$ cat src/rtl/mem_seq_pkg.sv
// Shared types and constants for the memory sequencer (state encoding, default watchdog limit).
package mem_seq_pkg;

    typedef enum logic [2:0] {
        IDLE   = 3'd0,
        FETCH  = 3'd1,
        DECODE = 3'd2,
        DATA   = 3'd3,
        COMMIT = 3'd4,
        HALT   = 3'd5
    } mem_seq_state_t;

    localparam int unsigned MEM_SEQ_TIMEOUT_DEFAULT = 32'd255;

endpackage

$ cat src/rtl/mem_seq_watchdog.sv
// Wait-cycle counter for the memory sequencer; flags expiry on the wait cycle that reaches LIMIT.
module mem_seq_watchdog
    import mem_seq_pkg::*;
#(
    parameter int unsigned LIMIT = MEM_SEQ_TIMEOUT_DEFAULT
) (
    input  logic clk,
    input  logic rst,
    input  logic clear,
    input  logic waiting,
    output logic expired
);

    logic [31:0] count_reg;

    always_ff @(posedge clk) begin
        if (rst || clear) begin
            count_reg <= 32'd0;
        end else if (waiting) begin
            count_reg <= count_reg + 32'd1;
        end
    end

    // This wait cycle is the LIMIT-th one, so the caller leaves for HALT at this edge.
    assign expired = waiting && (count_reg >= (LIMIT - 32'd1));

endmodule

$ cat src/rtl/mem_seq_arbiter.sv
// Fetch / optional data access / commit sequencer between a single-cycle core and one shared memory.
// Optional watchdog timeout is enabled by defining MEM_SEQ_TIMEOUT_EN.
module mem_seq_arbiter
    import mem_seq_pkg::*;
#(
    parameter int          ADDR_W         = 32,
    parameter int          DATA_W         = 32,
    parameter int unsigned TIMEOUT_CYCLES = MEM_SEQ_TIMEOUT_DEFAULT
) (
    input  logic              clk,
    input  logic              rst,
    input  logic              run,
    input  logic [ADDR_W-1:0] cpu_inst_addr,
    input  logic [ADDR_W-1:0] cpu_data_addr,
    input  logic [DATA_W-1:0] cpu_data_in,
    input  logic              cpu_mem_read,
    input  logic              cpu_mem_write,
    output logic [DATA_W-1:0] cpu_instr,
    output logic [DATA_W-1:0] cpu_data_out,
    output logic              cpu_pc_enable,
    output logic              mem_req,
    output logic              mem_we,
    output logic [ADDR_W-1:0] mem_addr,
    output logic [DATA_W-1:0] mem_wdata,
    input  logic              mem_ready,
    input  logic [DATA_W-1:0] mem_rdata,
    output logic              busy,
    output logic              err,
    output logic [31:0]       instret
);

    mem_seq_state_t    state_reg;
    logic              mem_req_reg;
    logic              mem_we_reg;
    logic              pc_enable_reg;
    logic              err_reg;
    logic [DATA_W-1:0] instr_reg;
    logic [DATA_W-1:0] data_out_reg;
    logic [31:0]       instret_reg;
    logic              wd_expired;

    if (TIMEOUT_CYCLES == 0) begin : g_bad_timeout
        $error("mem_seq_arbiter: TIMEOUT_CYCLES must be at least 1");
    end

`ifdef MEM_SEQ_TIMEOUT_EN
    // Request is low in every state preceding FETCH/DATA, so holding clear while idle resets on entry.
    mem_seq_watchdog #(
        .LIMIT (TIMEOUT_CYCLES)
    ) u_watchdog (
        .clk     (clk),
        .rst     (rst),
        .clear   (!mem_req_reg),
        .waiting (mem_req_reg && !mem_ready),
        .expired (wd_expired)
    );
`else
    assign wd_expired = 1'b0;
`endif

    always_ff @(posedge clk) begin
        if (rst) begin
            state_reg     <= IDLE;
            mem_req_reg   <= 1'b0;
            mem_we_reg    <= 1'b0;
            pc_enable_reg <= 1'b0;
            err_reg       <= 1'b0;
            instr_reg     <= '0;
            data_out_reg  <= '0;
            instret_reg   <= 32'd0;
        end else begin
            pc_enable_reg <= 1'b0;
            case (state_reg)
                IDLE: begin
                    if (run) begin
                        state_reg   <= FETCH;
                        mem_req_reg <= 1'b1;
                        mem_we_reg  <= 1'b0;
                    end
                end
                FETCH: begin
                    if (mem_ready) begin
                        instr_reg   <= mem_rdata;
                        state_reg   <= DECODE;
                        mem_req_reg <= 1'b0;
                    end else if (wd_expired) begin
                        state_reg   <= HALT;
                        mem_req_reg <= 1'b0;
                        err_reg     <= 1'b1;
                    end
                end
                DECODE: begin
                    // A store wins over a simultaneous load request.
                    if (cpu_mem_write || cpu_mem_read) begin
                        state_reg   <= DATA;
                        mem_req_reg <= 1'b1;
                        mem_we_reg  <= cpu_mem_write;
                    end else begin
                        state_reg     <= COMMIT;
                        pc_enable_reg <= 1'b1;
                    end
                end
                DATA: begin
                    if (mem_ready) begin
                        if (!mem_we_reg) begin
                            data_out_reg <= mem_rdata;
                        end
                        state_reg     <= COMMIT;
                        mem_req_reg   <= 1'b0;
                        mem_we_reg    <= 1'b0;
                        pc_enable_reg <= 1'b1;
                    end else if (wd_expired) begin
                        state_reg   <= HALT;
                        mem_req_reg <= 1'b0;
                        mem_we_reg  <= 1'b0;
                        err_reg     <= 1'b1;
                    end
                end
                COMMIT: begin
                    instret_reg <= instret_reg + 32'd1;
                    if (run) begin
                        state_reg   <= FETCH;
                        mem_req_reg <= 1'b1;
                    end else begin
                        state_reg <= IDLE;
                    end
                end
                HALT: begin
                    state_reg <= HALT;
                end
                default: begin
                    state_reg   <= IDLE;
                    mem_req_reg <= 1'b0;
                    mem_we_reg  <= 1'b0;
                end
            endcase
        end
    end

    // Address/data come straight from the core, whose outputs are stable while the request is open.
    assign mem_req       = mem_req_reg;
    assign mem_we        = mem_we_reg;
    assign mem_addr      = !mem_req_reg        ? '0 :
                           (state_reg == DATA) ? cpu_data_addr : cpu_inst_addr;
    assign mem_wdata     = (mem_req_reg && mem_we_reg) ? cpu_data_in : '0;
    assign cpu_instr     = instr_reg;
    assign cpu_data_out  = data_out_reg;
    assign cpu_pc_enable = pc_enable_reg;
    assign busy          = (state_reg != IDLE);
    assign err           = err_reg;
    assign instret       = instret_reg;

endmodule
$ cat config.mk
export PLATFORM = sky130hd
export DESIGN_NAME = mem_seq_arbiter
export DESIGN_NICKNAME = d
export VERILOG_FILES = /design/src/rtl/mem_seq_pkg.sv /design/src/rtl/mem_seq_watchdog.sv /design/src/rtl/mem_seq_arbiter.sv
export SDC_FILE = /design/constraint.sdc
export NUM_CORES = 1
export LEC_CHECK = 0
export CAP_MARGIN = 20
export CORE_ASPECT_RATIO = 1.25
export CORE_MARGIN = 1
export CORE_UTILIZATION = 36
export CTS_CLUSTER_DIAMETER = 60
export DETAILED_ROUTE_END_ITERATION = 8
export PLACE_DENSITY = 0.78
export SYNTH_ARGS = -nofsm -noshare
export SYNTH_HDL_FRONTEND = slang
export SYNTH_SLANG_ARGS = --single-unit
$ cat constraint.sdc
create_clock -name clk -period 6.15 [get_ports clk]
set_clock_uncertainty 0.2 [all_clocks]
set_input_delay 1.23 -clock clk [delete_from_list [all_inputs] [get_ports clk]]
set_output_delay 1.23 -clock clk [all_outputs]
set_load 0.02 [all_outputs]
==> results summary, run 1 <==
The flow ran to the end, and the final reports show no timing, DRC or antenna violations. For this run, the share of the core covered by cells in the final layout is 63.61%. The first global-routing pass estimated 26.45 mm of wire. The average detailed-routed wire length per instance is 15.57 um. The total leakage power is 2.843 nW. The post-detailed-routing wire length is 16.89 mm. The layout-stage area growth over the synthesis result came out at 69.97%. The final count of negative-setup-slack endpoints came out at 0.

The CTS tree is done. The number of post-CTS setup repair buffers is 0. The relative contribution of sequential cells to total power is 44.8%.

The number of hold violations in the final report came out at 0. Counting flops with a built-in enable in the synthesized netlist gives 0. The post-synthesis async set-or-reset flop share is 0%. From left edge to right edge, the die measures 105.3 um.

The class of the most critical hold timing path is reg2reg. The logic gate share of total power came out at 17.1%. Summed over all nets, the half-perimeter wirelength after detailed placement is 12.24 mm. Data arrives at the worst endpoint at 2.63 ns.

The launching element type of the critical path is a register. The complex-gate fraction of the synthesized area is 18.96%. The count of buffers added on input and output ports is 297. The number of global-route vias before repair is 5028. The number of cells upsized or downsized after cts came out at 0. At the pin with the least slew margin, the transition time is 1.094 ns. The routability-driven placement congestion ratio is 0.8314.

The worst slew margin relative to its limit came out at 27.06%. Net switching is 25.67% of the power. The hold-fix buffer count after cts is 0. The cell area after technology mapping is 4803 sq um.

The total CTS buffers came out at 9. After synthesis, the largest family of logic cells by area is simple AND/OR/NAND/NOR gates. The initial DRC count came out at 244. The xor and xnor fraction of the mapped netlist area is 1.459%. The per-instance average area after synthesis is 7.390 sq um. The final number of max-transition violations is 0. The initial antenna violation count is 0. STA classifies the critical path endpoint as a primary output. The slack of the worst reg-to-reg path is 3.26 ns. The internal power is 1.160 mW. The highest achievable clock rate came out at 0.2462 GHz. The pre-antenna-repair detailed-routing pass consisted of 4 iterations. In the layout the commonest cells are sky130_fd_sc_hd__clkdlybuf4s50_1 (296), sky130_fd_sc_hd__nand2_1 (207), sky130_fd_sc_hd__dfxtp_1 (101). The power density over cell area is 191.2 nW/um^2. The synthesized netlist net count is 785. In this run the power spent charging and discharging nets is 0.4006 mW. The path depth of the worst reg2reg path came out at 4. The unique cell type count in the Yosys netlist is 42.

For the final routed database, the setup TNS stands at 0 ns. The clock period minus worst slack came out at 4.061 ns. The synthesized netlist devotes 0.2605% of its cell area to adder and majority cells. The proportion of synthesized area in mux cells came out at 0.2344%.

The least setup slack across all paths after layout came out at 2.089 ns. The proportion of layout cells with a drive suffix above 1 is 3.381%. The maximum fanout along the worst path is 27. The worst min-delay path startpoint is cpu_instr[30].

The remaining global-route overflow is 0. The initial utilization of the core area, before any placement, comes to 37.42%. The layout net count is 1047.

The deepest clock path buffer count is 2. The synthesis warning total is 0. The worst setup slack after placement came out at 2.093 ns.

The die extent in y is 131.1 um. The basic-gate share of the synthesized area counting and, or, nand and nor cells is 31.70%. The total chip power is 1.561 mW. After detailed routing, the number of remaining DRC violations is 0. The number of standard-cell rows in the floorplan came out at 46.

The number of cells on the worst hold path is 2. The number of max-capacitance violations reported is 0. The final antenna-violating net count came out at 0.

The die area came out at 13810 sq um. The total track usage came out at 23.70%. The startpoint identified for the worst register-to-register timing path is state_reg[2]. The worst setup path is of the reg2out kind. The antenna diode count is 0. The worst-case vdd ir drop came out at 0.0001484 V.

The tree is rooted in a sky130_fd_sc_hd__clkbuf_16. The final route contains 5430 vias. The top-level I/O count came out at 299. The clock drives 102 sinks.

In this run the critical register-to-register path is captured at instret[31]. After detailed placement, the design holds a cell count of 1069. Synthesis handed over a netlist of 650 instances. Setup repair after global routing left no endpoint under its margin. The flip-flop and latch count after synthesis is 102. In this run the number of H-tree levels came out at 3. The sink of the worst hold path is cpu_instr[30].

The most frequent standard cell in the layout excluding fill and tap cells is sky130_fd_sc_hd__clkdlybuf4s50_1. In the synthesized netlist the dominant register cell turns out to be sky130_fd_sc_hd__dfxtp_1. The non-filler instance count after layout is 1085. Clock-pin slew was measured on the worst setup and hold paths at 0.07 ns. The share of the yosys chip area belonging to registers came out at 42.51%.

In this run, the clock network consumes 38.1% of the power. The standard cell core area came out at 12830 sq um. The clock latency at the later pin of the worst-skew pair came out at 0.34 ns. The via density per instance is 5.005.

The required time reported for the critical path endpoint is 4.72 ns. In the finished design, the share of the clock period the worst path needs comes to 66.04%. The maximum number of pins on one net before global-route repair is 104.
metrics by stage:
stage	cell area (sq um)	hold slack [ns]
2_1_floorplan	4803	0.3345
4_1_cts	8164	0.2549
3_3_place_gp	7821	0.2403
6_report	8164	0.2524
5_1_grt	8164	0.2679
3_5_place_dp	7849	0.2462
power groups by stage:
stage               clock network (mW)  logic [mW]  registers, mW
floorplan                            0       0.103          0.714
global placement                     0       0.265          0.714
detailed placement                   0       0.266          0.715
CTS                              0.605       0.268          0.700
global route                     0.635       0.285          0.704
finish                           0.594       0.267          0.700
cell type report:
cell class | instances | area (sq um)
fill | 1176 | 4671
timing repair buffer | 303 | 3035
multi-input combinational | 491 | 2541
sequential | 102 | 2043
clock buffer | 10 | 239.0
tap | 168 | 210.2
clock inverter | 6 | 76.32
inverter | 5 | 18.77
how the worst max path moves through the flow:
stage,to,slack (ns),cells past startpoint,startpoint
finish,mem_addr[31],2.09,5,state_reg[1]
global route,mem_addr[8],1.90,5,state_reg[0]
CTS,mem_addr[31],2.06,5,state_reg[1]
detailed placement,mem_addr[31],2.09,4,cpu_inst_addr[31]
global placement,mem_addr[31],2.01,4,state_reg[1]
floorplan,mem_addr[10],2.94,2,cpu_inst_addr[10]
worst max-delay path, stage by stage (launching register included):
cell and delay [ns]:
sky130_fd_sc_hd__dfxtp_1 0.64, sky130_fd_sc_hd__and3b_1 0.49, sky130_fd_sc_hd__buf_16 0.22, sky130_fd_sc_hd__nand2_1 0.06, sky130_fd_sc_hd__a21boi_0 0.21, sky130_fd_sc_hd__clkdlybuf4s50_1 0.66
synth_stat cells, types with 2 or more instances:
cell	n	area share, %
sky130_fd_sc_hd__xnor2_1	4	0.73
sky130_fd_sc_hd__nor3_1	4	0.42
sky130_fd_sc_hd__nor2_1	12	0.94
sky130_fd_sc_hd__nand3_1	11	1.1
sky130_fd_sc_hd__nand4_1	10	1.3
sky130_fd_sc_hd__dfxtp_1	102	43
sky130_fd_sc_hd__nor4_1	2	0.26
sky130_fd_sc_hd__buf_2	4	0.42
sky130_fd_sc_hd__and3_1	34	4.4
sky130_fd_sc_hd__nand3b_1	3	0.47
sky130_fd_sc_hd__nand2_1	207	16
sky130_fd_sc_hd__or3_1	10	1.3
sky130_fd_sc_hd__a21oi_1	93	9.7
sky130_fd_sc_hd__and4_1	4	0.73
sky130_fd_sc_hd__inv_1	5	0.39
sky130_fd_sc_hd__or4_1	17	2.7
sky130_fd_sc_hd__clkbuf_1	46	3.6
sky130_fd_sc_hd__xor2_1	4	0.73
sky130_fd_sc_hd__o21ai_0	11	1.1
sky130_fd_sc_hd__o31ai_1	14	2.2
sky130_fd_sc_hd__a21boi_0	32	5.0
layer usage:
layer	share of wire (%)	vias to the layer above	track usage (%)
li1	-	2749	-
met1	39	2450	27.87
met2	48	208	39.40
met3	10	23	9.673
met4	1.9	0	6.573
met5	0	-	0
kinds of logic (layout without fill, tap and decap cells):
kind of cell / Yosys count / count (layout)
adder cells (fa/ha/maj): 1 / 1
buffers and inverters: 57 / 324
flip-flops: 102 / 102
AO/OA/AOI/OAI: 155 / 155
XOR/XNOR: 8 / 8
AND/OR/NAND/NOR: 325 / 325
multiplexers: 1 / 1
other: 1 / 1
(Power assumes the default switching activity.)
==> run 2, diff against run 1 <==
CORE_UTILIZATION = 34   (was 36)
PLACE_DENSITY = 0.77   (was 0.78)
clock period = 3.5 ns   (was 6.15 ns; I/O delays follow)
==> run 2 against run 1 <==
Net effect:
- utilization down 4.6 points
- register-to-register slack worse by 2.5 ns
- via count up 0.83%
- worst hold slack about the same
- cell area down 0.20%
- sequential share of layout area about the same
- critical endpoint is now mem_addr[8]
- non-clock buffer count up 7
- global-route usage down 2.3 points
- worst setup slack worse by 1.9 ns
- largest cell class unchanged
- wire length down 2.3%
==> results summary, run 2 (synthesis results as in run 1) <==
The worst hold margin came out at 0.2523 ns (-0.0001250 ns). The post-detailed-routing wire length came to 16.50 mm (-2.3%). Subtracting the final worst setup slack from the clock period gives 3.318 ns. The maximum number of pins on one net before global-route repair is 54 (-48%). The worst setup path is launched from a register. The design area came out at 8148 sq um (-0.20%). The least setup slack across all paths after layout came out at 0.1823 ns (-1.906 ns). The arrival time of data at the critical path endpoint came to 2.42 ns (-0.21 ns). The CTS H-tree depth is 3 (unchanged).

Relative to the synthesized area, the layout overhead comes to 69.63%. The total track usage is 21.37% (-2.3 points). In this run the most critical hold path is launched from cpu_instr[8]. The routability-driven placement congestion ratio was 0.7886 (-5.1%).

The number of cells on the worst hold path is 2 (unchanged). The slack of the worst reg-to-reg path came out at 0.75 ns (-2.51 ns). The layout net count is 1054 (+0.67%). The number of sinks on the clock net is 102 (unchanged). The number of standard-cell rows in the floorplan was 48 (+4.3%). The count of unresolved DRC violations after routing is 0 (unchanged).

The instance area at placement is 7890 sq um (+0.53%). The final count of negative-setup-slack endpoints came out at 0 (unchanged). The number of max-capacitance violations reported is 0 (unchanged). The die width came out at 108.3 um (+2.8%). The initial DRC count came out at 291 (+19%). The total chip power came out at 2.614 mW (+67%). The flow ran to the end, and the final reports show no timing, DRC or antenna violations. The period utilization came out at 94.79%. The deepest clock path buffer count is 2 (unchanged).

The detailed-placement wirelength estimate came to 11.91 mm (-2.7%). The remaining global-route overflow came out at 0 (unchanged). The worst setup path is of the reg2out kind. The number of cells upsized or downsized after cts was 0 (unchanged).

The initial cell density of the core is 34.77% (-2.7 points). The total CTS buffers is 9 (unchanged). In the layout the commonest cells are sky130_fd_sc_hd__clkdlybuf4s50_1 (296), sky130_fd_sc_hd__nand2_1 (207), sky130_fd_sc_hd__dfxtp_1 (101). The count of vias placed by the detailed router was 5475 (+0.83%). The top-level I/O count is 299 (unchanged). The number of optimization iterations in the first detailed-route pass is 5 (+1). Leaving out fill and tap cells, the most frequent cell in the layout is sky130_fd_sc_hd__clkdlybuf4s50_1. The number of global-route vias before repair came to 4879 (-3.0%). The worst hold path belongs to the class reg2reg. The required time reported for the critical path endpoint came to 2.60 ns (-2.12 ns). The clock-pin slew of the registers on the worst-case setup and hold paths is 0.07 ns (about the same). The initial antenna violation count came out at 0 (unchanged). The count of port buffers added during placement was 297 (unchanged). The final number of max-transition violations came out at 0 (unchanged). The final core utilization is 58.99% (-4.6 points). The total leakage power is 2.841 nW (about the same).

Setup repair after global routing left no endpoint under its margin. The cell sitting at the root of the clock tree is a sky130_fd_sc_hd__clkbuf_16. The startpoint identified for the worst register-to-register timing path is state_reg[0]. The non-filler instance count after layout came out at 1098 (+1.2%).

The worst setup slack after placement came out at 0.4357 ns (-1.658 ns). The hold-fix buffer count after cts is 0 (unchanged). The maximum fanout along the worst path is 33 (+22%). The number of post-CTS setup repair buffers is 0 (unchanged).

The highest achievable clock rate came out at 0.3014 GHz. TritonCTS built the clock tree. The worst register-to-register path ends at instret[23]. The standard cell core area came out at 13810 sq um (+7.6%). The final sum of negative setup slack came out at 0 ns (unchanged). The via density per instance is 4.986 (-0.37%). The path depth of the worst reg2reg path is 5 (+1). The average detailed-routed wire length per instance came out at 15.03 um (-3.5%). The proportion of layout cells with a drive suffix above 1 is 3.684% (+0.30 points). The worst-case vdd ir drop came out at 0.0002465 V (+66%). The antenna diode count is 0 (unchanged). The worst slew margin relative to its limit came out at 47.43% (+20 points). For hold timing, the worst endpoint is cpu_instr[8]. The wire length of the first global-routing pass came out at 24.47 mm (-7.5%). The worst setup path is captured at a primary output. The die area was 14610 sq um (+5.8%).

The transition time at the pin with the least slew margin is 0.7874 ns (-0.3067 ns). The number of cells in the design after placement came out at 1083 (+1.3%). The number of hold violations in the final report is 0 (unchanged). The power density over cell area was 320.8 nW/um^2 (+68%).

The final antenna-violating net count was 0 (unchanged). The die extent in y is 134.9 um (+2.9%). The clock latency at the later pin of the worst-skew pair is 0.34 ns (about the same).
run 2: worst max path at each step:
stage                               to               from  slack, ns  cells past startpoint
after floorplan           mem_addr[10]       state_reg[0]       0.98                      6
after CTS                  mem_addr[8]       state_reg[1]       0.22                      5
after detailed placement  mem_addr[31]  cpu_inst_addr[31]       0.44                      4
after global placement    mem_addr[31]  cpu_inst_addr[31]       0.43                      4
after global routing       mem_addr[8]       state_reg[1]       0.06                      5
final                      mem_addr[8]       state_reg[1]       0.18                      5
run 2: area by class of cell:
| cell class | count | area, sq um |
|---|---|---|
| clock inverter | 3 | 21.27 |
| multi-input combinational | 491 | 2541 |
| tap | 175 | 219.0 |
| sequential | 102 | 2043 |
| clock buffer | 12 | 236.5 |
| timing repair buffer | 310 | 3068 |
| fill | 1317 | 5665 |
| inverter | 5 | 18.77 |
run 2: report_power, final:
part	internal, mW	total, mW	switching (mW)	leakage (nW)
clock	0.481	0.909	0.428	0.123
combinational	0.270	0.489	0.219	1.89
sequential	1.19	1.22	0.0286	0.825
total	1.94	2.61	0.676	2.84
run 2: metal layers:
metal | part of all wire [%] | up-vias | global-route usage, %
met2 | 50 | 224 | 37.54
li1 | - | 2767 | -
met3 | 9.9 | 16 | 8.012
met1 | 39 | 2468 | 23.82
met5 | 0 | - | 0
met4 | 1.3 | 0 | 6.156
run 2: worst max-delay path, stage by stage (launching register included):
cell and delay, ns:
sky130_fd_sc_hd__dfxtp_1 0.46, sky130_fd_sc_hd__and3b_1 0.20, sky130_fd_sc_hd__buf_4 0.33, sky130_fd_sc_hd__nand2_1 0.09, sky130_fd_sc_hd__a21boi_0 0.30, sky130_fd_sc_hd__clkdlybuf4s50_1 0.68
